`config.mk`:
```
export PLATFORM = sky130hd
export DESIGN_NAME = alu_serial_ctrl
export DESIGN_NICKNAME = d
export VERILOG_FILES = /design/src/rtl/alu_serial_ctrl.sv
export SDC_FILE = /design/constraint.sdc
export NUM_CORES = 1
export LEC_CHECK = 0
export ABC_AREA = 1
export CORE_MARGIN = 2
export CORE_UTILIZATION = 32
export DETAILED_ROUTE_END_ITERATION = 16
export HOLD_SLACK_MARGIN = 0.15
export SETUP_SLACK_MARGIN = 0.3
export SYNTH_ARGS = -nofsm -noshare
export SYNTH_HDL_FRONTEND = slang
export SYNTH_HIERARCHICAL = 1
export SYNTH_SLANG_ARGS = --single-unit
```
`constraint.sdc`:
```
create_clock -name clk -period 4.5 [get_ports clk]
set_input_delay 1.35 -clock clk [delete_from_list [all_inputs] [get_ports clk]]
set_output_delay 1.35 -clock clk [all_outputs]
set_load 0.05 [all_outputs]
```
`src/rtl/alu_serial_ctrl.sv`:
```
// Bit-serial ALU controller: sequences one 1-bit ALU slice over WIDTH bits, LSB first,
// then publishes result and flags together with a one-cycle done pulse.

module alu_bit_slice (
  input  logic       a,
  input  logic       b,
  input  logic       cin,
  input  logic       invtb,
  input  logic [2:0] command,
  output logic       result,
  output logic       cout
);
  logic bb;
  logic sum;

  assign bb   = b ^ invtb;
  assign sum  = a ^ bb ^ cin;
  assign cout = (a & bb) | (a & cin) | (bb & cin);

  always_comb begin
    result = sum;
    case (command)
      3'd2:    result = a ^ b;
      3'd4:    result = a & b;
      3'd5:    result = ~(a & b);
      3'd6:    result = ~(a | b);
      3'd7:    result = a | b;
      default: result = sum;
    endcase
  end
endmodule

module alu_serial_ctrl #(
  parameter int WIDTH = 32
) (
  input  logic             clk,
  input  logic             rst_n,
  input  logic             start,
  input  logic [2:0]       command,
  input  logic [WIDTH-1:0] a,
  input  logic [WIDTH-1:0] b,
  output logic             ready,
  output logic             done,
  output logic [WIDTH-1:0] result,
  output logic             carryout,
  output logic             overflow,
  output logic             zero
);
  localparam int IW = $clog2(WIDTH);
  localparam logic [IW-1:0] LAST_IDX = IW'(WIDTH - 1);
  localparam logic [2:0] CMD_SUB = 3'd1;
  localparam logic [2:0] CMD_SLT = 3'd3;

  typedef enum logic [1:0] {IDLE, RUN, FIN} state_t;

  state_t           state_reg;
  logic [2:0]       cmd_reg;
  logic [WIDTH-1:0] a_sh_reg;
  logic [WIDTH-1:0] b_sh_reg;
  logic [WIDTH-1:0] res_sh_reg;
  logic [IW-1:0]    idx_reg;
  logic             carry_reg;
  logic             cin_last_reg;

  logic             slice_res;
  logic             slice_cout;
  logic             invtb;
  logic             arith;
  logic             ovf_fin;
  logic [WIDTH-1:0] res_fin;

  assign ready = (state_reg == IDLE);
  assign invtb = (cmd_reg == CMD_SUB) || (cmd_reg == CMD_SLT);
  assign arith = (cmd_reg == 3'd0) || invtb;

  alu_bit_slice u_slice (
    .a       (a_sh_reg[0]),
    .b       (b_sh_reg[0]),
    .cin     (carry_reg),
    .invtb   (invtb),
    .command (cmd_reg),
    .result  (slice_res),
    .cout    (slice_cout)
  );

  // In FIN, carry_reg holds the MSB carry-out and cin_last_reg the carry into the MSB.
  assign ovf_fin = arith & (cin_last_reg ^ carry_reg);
  assign res_fin = (cmd_reg == CMD_SLT) ? {{(WIDTH-1){1'b0}}, res_sh_reg[WIDTH-1] ^ ovf_fin}
                                        : res_sh_reg;

  always_ff @(posedge clk or negedge rst_n) begin
    if (!rst_n) begin
      state_reg    <= IDLE;
      cmd_reg      <= '0;
      a_sh_reg     <= '0;
      b_sh_reg     <= '0;
      res_sh_reg   <= '0;
      idx_reg      <= '0;
      carry_reg    <= 1'b0;
      cin_last_reg <= 1'b0;
      result       <= '0;
      carryout     <= 1'b0;
      overflow     <= 1'b0;
      zero         <= 1'b1;
      done         <= 1'b0;
    end else begin
      done <= 1'b0;
      case (state_reg)
        IDLE: begin
          if (start) begin
            cmd_reg    <= command;
            a_sh_reg   <= a;
            b_sh_reg   <= b;
            idx_reg    <= '0;
            carry_reg  <= (command == CMD_SUB) || (command == CMD_SLT);
            res_sh_reg <= '0;
            state_reg  <= RUN;
          end
        end
        RUN: begin
          res_sh_reg[idx_reg] <= slice_res;
          carry_reg           <= slice_cout;
          cin_last_reg        <= carry_reg;
          a_sh_reg            <= a_sh_reg >> 1;
          b_sh_reg            <= b_sh_reg >> 1;
          idx_reg             <= idx_reg + 1'b1;
          if (idx_reg == LAST_IDX) state_reg <= FIN;
        end
        FIN: begin
          result    <= res_fin;
          carryout  <= arith & carry_reg;
          overflow  <= ovf_fin;
          zero      <= (res_fin == '0);
          done      <= 1'b1;
          state_reg <= IDLE;
        end
        default: state_reg <= IDLE;
      endcase
    end
  end
endmodule

```
**Word level (Yosys, flattened, before mapping)**

Cells that the tools add are included.

- Input bits: 70
- Register bits after elaboration: 144

- Equality and inequality tests: 14
- Reductions and logical operators: 11
- Bitwise gates (word level): 17
- Add/sub/neg operators: 1
- Multiplexer cells: 19
- $lt $le $gt $ge: 2

Operators with widths:

| cell | number |
|---|---|
| 32-bit case mux with 2 select lines | 3 |
| 32-bit two-way mux | 4 |
| 32-bit bitwise mux | 1 |
| 32-bit logical NOT | 1 |
| 3-bit == test (second input constant) | 4 |
| 5-bit case mux with 2 select lines | 1 |
| 3-bit by 2-bit == test with 1-bit output (second input constant) | 3 |
| 1-bit AND | 6 |
| 3-bit by 1-bit == test with 1-bit output (second input constant) | 2 |
| 5-bit by 6-bit < comparator with 1-bit output (second input constant) | 1 |
| 2-bit AND reduction | 3 |
| 1-bit bitwise XOR | 6 |
| 5-bit by 1-bit adder with 5-bit output (second input constant) | 1 |
| 1-bit demux with 5-bit select | 1 |
| 5-bit == test (second input constant) | 1 |
| 5-bit by 1-bit greater-or-equal comparator with 1-bit output (second input constant) | 1 |
| 5-bit two-way mux | 1 |
| 1-bit case mux with 5 select lines | 1 |
| 2-bit two-way mux | 2 |
| 2-bit inequality test (second input constant) | 2 |
| 2-bit case mux with 2 select lines | 1 |
| 3-bit logical NOT | 1 |
| 1-bit logical OR | 3 |
| 1-bit two-way mux | 3 |
| other kinds (8) | 11 |

**Logic depth before layout (Yosys ltp)**

Gate-level depths: netlist (run 1).

- Depth after elaboration: 8
- Mapped depth: 13

**Hierarchy**

Netlist (run 1), hierarchy kept.

By module, submodules not included:

| module | sequential area each (µm²) | cells an instance | area an instance (µm²) | times used |
|---|---|---|---|---|
| alu_serial_ctrl | 3,604.7 | 739 | 6,397.4 | 1 |
| alu_bit_slice | 0.0 | 26 | 142.6 | 1 |

**Worst setup path before layout (run 1)**

No wires, ideal clock.

- Kind: register to output
- Start: register state_reg[1]
- End: output ready
- Required time: 3.150 ns
- Arrival: 0.746 ns
- Stages on the path, launching flop included: 2
- Path slack: 2.404 ns
- Cells stage by stage: dfrtp_1 > nor2_4

- Longest elaborated chain between the ends: 1

Ends and longest elaborated chain:

| what | line | source |
|---|---|---|
| from (decl) | 56 | `state_t state_reg;` |
| from (signal assigned) | 93 | `state_reg <= IDLE;` |
| from (signal assigned) | 117 | `state_reg <= RUN;` |
| from (signal assigned) | 127 | `if (idx_reg == LAST_IDX) state_reg <= FIN;` |
| 2-bit logical NOT | 72 | `assign ready = (state_reg == IDLE);` |
| to (decl) | 42 | `output logic ready,` |

Every way passes these cells.

**Worst setup path in the final report (run 1)**

Same ends and word-level chain as after synthesis.

==> results of run 1 <==
==> where the power goes <==
| part | leakage [nW] | internal, mW | switching, mW |
|---|---|---|---|
| Clock | 0.280 | 0.786 | 0.573 |
| Combinational | 2.14 | 0.696 | 1.25 |
| Sequential | 1.77 | 1.79 | 0.333 |
==> per-stage QoR <==
step	area [um^2]	power, mW	hold WS [ps]	setup slack (ps)
after floorplan	6540	3.57	467	2400
after global placement	7770	4.05	460	1330
after detailed placement	7770	4.09	461	1280
after CTS	8340	5.48	471	1270
after global routing	8340	5.89	483	1230
final	8340	5.42	468	1300
==> layout make-up <==
| class | instances | area, um^2 |
|---|---|---|
| inverter | 126 | 475 |
| fill | 2058 | 11800 |
| tap | 270 | 338 |
| clock buffer | 19 | 443 |
| multi-input combinational | 455 | 2240 |
| clock inverter | 13 | 129 |
| sequential | 144 | 3600 |
| timing repair buffer | 113 | 1110 |
==> cell usage after synthesis (2+ instances only) <==
cell type | n | area [um^2]
a21oi_1 | 66 | 330
a22o_1 | 2 | 17.5
a22oi_1 | 3 | 22.5
a31oi_1 | 4 | 25.0
buf_2 | 21 | 105
buf_4 | 3 | 22.5
buf_6 | 5 | 56.3
clkbuf_1 | 11 | 41.3
dfrtp_1 | 143 | 3580
ha_1 | 7 | 87.6
inv_1 | 117 | 439
inv_2 | 7 | 26.3
nand2_1 | 179 | 672
nand2_2 | 2 | 12.5
nand3_1 | 45 | 225
nand4_1 | 2 | 12.5
nor2_1 | 17 | 63.8
nor2_4 | 3 | 33.8
o21ai_0 | 31 | 155
o21ai_1 | 27 | 135
o22ai_1 | 63 | 394
==> cells by family (layout without fill, tap and decap cells) <==
logic type | Yosys count | after routing | synth area share, %
xor+xnor | 1 | 1 | 0.134
fa+ha+maj | 8 | 8 | 1.65
simple gates | 249 | 249 | 15.8
flops | 144 | 144 | 55.1
compound gates | 197 | 197 | 16.6
buf+inv | 166 | 271 | 10.7
==> worst max path at each step <==
| stage | start | end | cells after the start |
|---|---|---|---|
| floorplan | state_reg[1] | ready | 1 |
| global placement | start | res_sh_reg[28] | 5 |
| detailed placement | start | res_sh_reg[28] | 5 |
| CTS | state_reg[1] | ready | 2 |
| global route | state_reg[1] | ready | 2 |
| finish | state_reg[1] | ready | 2 |
==> layer usage <==
| metal | up-vias | GRT usage, % | share of wire, % |
|---|---|---|---|
| li1 | 2686 | - | - |
| met4 | 0 | 5.10 | 1.4 |
| met5 | - | 0 | 0 |
| met2 | 107 | 22.0 | 45 |
| met3 | 14 | 4.29 | 4.5 |
| met1 | 2496 | 21.5 | 49 |
==> worst max-delay path, delay by kind of cell, from the launching register on <==
family	cells	cell delay [ps]
flops	1	440
simple gates	1	170
buf+inv	1	830
==> flow_summary.ini, run 1 <==
[floorplanning]
die_x_um = 147
die_h_um = 147
core_area_um2 = 20200
die_area_um2 = 21600
rows = 52
initial_core_util_pct = 32.4
pin_count = 107

[layout]
fin_util_pct = 41.4
drive_gt1_share_pct = 6.32
diodes = 0
final_cell_mix = nand2_1 (179), dfrtp_1 (143), inv_1 (117)
fin_cells = 1140
layout.nets = 935
final_common_cell = nand2_1
syn_to_final_growth_pct = 27.6

[place]
dp_hpwl_um = 9660
place.gp.congestion = 0.810
portBuffers = 106
dp.cells = 1108

[synthesis]
synth-seq-area-share_pct = 55.1
yosysUniqueCellTypes = 28
synth_nets = 843
yosys_most_used_dff = dfrtp_1
syn_area_um2 = 6540
async_flop_share_pct = 100
syn_inst = 765
syn_area_per_cell_um2 = 8.55
ys_warn_count = 6
synth_edf_count = 0
synth_seq_cells = 144

[worst_setup_path]
start_kind = flop
cp.required_ps = 3150
reg2reg_depth = 12
r2r-start = cmd_reg[2]
critPathArrivalTime_ps = 1850
critical-path-max-stage-delay_ps = 830
cp_cell_sequence = nor2_4, clkdlybuf4s50_1
slowest_stage = clkdlybuf4s50_1
worstReg2RegEnd = res_sh_reg[28]
path_class = flop to output pin
rrSetupSlack_ps = 1840
end_kind = output pin
worst-path-max-fanout = 3

[drt]
vias_per_cell = 4.65
vias = 5303
dr.pass1.iters = 5
wl_per_cell_um = 13.4
first_iter_violations = 360
drc = 0
ant_nets = 0
routed_wl_um = 15200

[clock_tree]
htreeDepth = 4
cts.sinks = 144
cts_made_buffers = 17
worstSkewPairLatency_ps = 420
cts.clk_slew.worst_paths_ps = 60
cts-root-buf = clkbuf_16
cts_resized = 0
post_cts_buffers = 0
cts_buffer_depth = 2
cts_hold_buffers = 0
cts_tree = yes

[sta]
min_period_ps = 3200
setup-tns-final_ps = 0
drv_slew = 0
rsz0062_at_grt = false
finClkSkew_ps = 11.8
fmax_ghz = 0.313
worstMarginPinSlew_ps = 1200
slew_headroom_pct = 20.2
setup_viol = 0
finalCritPeriodShare_pct = 71.0
final-hold-violation-count = 0

[min_path]
holdPathEnd = zero
hold_class = flop to flop
min_path_cells = 2
hp-start = zero

[global_route]
antenna_found_initial = 0
grt_pass1_wl_um = 26200
overflow = 0
grtUsageTotal_pct = 15.0
grt_pass1_vias = 5178
grt_max_degree = 99

[power]
p_leak_nw = 4.19
power_density_nw_per_um2 = 650
ir_worst_vdd_v = 0.000288

[flow_run]
maxCapViolCount = 0

[status]
status = finished clean
Note: power is estimated with default switching activity, not from simulation.
==> run 2, diff against run 1 <==
==> constraint.sdc (replaced) <==
create_clock -name clk -period 2.65 [get_ports clk]
set_input_delay 0.795 -clock clk [delete_from_list [all_inputs] [get_ports clk]]
set_output_delay 0.795 -clock clk [all_outputs]
set_load 0.05 [all_outputs]
==> run 2 against run 1 <==
Compared with the run above:
- final cell count grew 0.35%
- die area is the same
- sequential cell count is the same
- non-clock buffer count grew 4
- critical path depth shrank 1
- wire length grew 1.2%
- core utilization grew 0.50 points
- highest routed layer unchanged
- hold slack lost 180 ps
- register-to-register slack lost 1300 ps
==> flow_summary.ini, run 2 (synthesis results as in run 1) <==
[worst_setup_path]
rrSetupSlack_ps = 520
reg2reg_depth = 12
worstReg2RegEnd = res_sh_reg[13]
critical-path-max-stage-delay_ps = 530
path_class = flop to output pin
cp_num_buf_inv = 1
worst-path-max-fanout = 2
cp_cell_sequence = dlygate4sd2_1
end_kind = output pin
cp.required_ps = 1860
critPathTopFamily = flip-flops
r2r-start = cmd_reg[0]
slowest_stage = dfstp_2
critPathArrivalTime_ps = 1470
start_kind = flop

[status]
status = finished clean

[sta]
worstMarginPinSlew_ps = 952
finalCritPeriodShare_pct = 85.5
setup_viol = 0
min_period_ps = 2270
final-hold-violation-count = 0
drv_slew = 0
slew_headroom_pct = 36.1
rsz0062_at_grt = false
holdWs_ps = 286
finClkSkew_ps = 10.3
fin_ws_ps = 385
setup-tns-final_ps = 0
fmax_ghz = 0.441

[layout]
diodes = 0
drive_gt1_share_pct = 6.86
final_cell_mix = nand2_1 (179), dfrtp_1 (143), inv_1 (117)
fin_cells = 1144
finalInstanceArea_um2 = 8440
final_common_cell = nand2_1
fin_util_pct = 41.9
syn_to_final_growth_pct = 29.1
layout.nets = 939

[floorplanning]
core_area_um2 = 20200
die_area_um2 = 21600
die_h_um = 147
initial_core_util_pct = 32.4
die_x_um = 147
rows = 52
pin_count = 107

[drt]
vias = 5295
first_iter_violations = 317
routed_wl_um = 15400
vias_per_cell = 4.63
ant_nets = 0
dr.pass1.iters = 4
wl_per_cell_um = 13.5
drc = 0

[clock_tree]
htreeDepth = 4
cts_made_buffers = 17
cts-root-buf = clkbuf_16
worstSkewPairLatency_ps = 420
cts.sinks = 144
cts_buffer_depth = 2
cts_tree = yes
cts.clk_slew.worst_paths_ps = 60

[global_route]
antenna_found_initial = 0
grt_pass1_vias = 5037
overflow = 0
grtUsageTotal_pct = 14.8
grt_pass1_wl_um = 25700
grt_max_degree = 65

[place]
dp_worst_setup_slack_ps = 437
placed_cell_area_um2 = 7870
dp.cells = 1112
place.gp.congestion = 0.765
dp_hpwl_um = 10100
portBuffers = 106

[power]
ir_worst_vdd_v = 0.000525
power_density_nw_per_um2 = 1120
total_power_mw = 9.48
p_leak_nw = 4.38

[flow_run]
maxCapViolCount = 0

[min_path]
hold_class = input port to async pin
## run 2: cell types whose count changed in the layout (fill, tap and decap cells not counted), sizes merged
cell and delta:
dlymetal6s2s +1, clkinvlp +5, clkinv -6, buf +4, bufinv +2, clkdlybuf4s50 -37
dlygate4sd2 +35
## run 2: cell type report
type,count,area (um^2)
fill,2067,11700
inverter,126,475
multi-input combinational,455,2230
clock buffer,18,439
clock inverter,14,179
timing repair buffer,117,1170
tap,270,338
sequential,144,3600
## run 2: what timing repair did
item | in CTS | in global routing
endpoints found under the setup margin | 36 | 3
buffers inserted | 0 | 0
cloned | 0 | 0
hold buffers | 0 | 0
pin swaps | 0 | 0
resized for setup | 36 | 4
## run 2: worst max-delay path by stage
stage,start,to,cells past startpoint
floorplan,cmd_reg[2],res_sh_reg[28],13
global placement,state_reg[1],ready,2
detailed placement,state_reg[1],ready,2
CTS,state_reg[1],ready,2
global route,cmd_reg[2],res_sh_reg[13],13
finish,zero,zero,1
## run 2: per-layer routing
metal	part of all wire (%)	wire, um	vias to the layer above	track usage, %
met1	49	7570	2490	21.4
met5	0	0	-	0
li1	-	-	2693	-
met2	45	7000	103	21.6
met4	1.1	163	0	5.67
met3	4.5	697	9	3.66
## run 2: where the power goes
group	internal, mW	leakage, nW	switching [mW]
combinational	1.23	2.33	2.13
sequential	3.03	1.77	0.569
clock	1.52	0.282	1.00
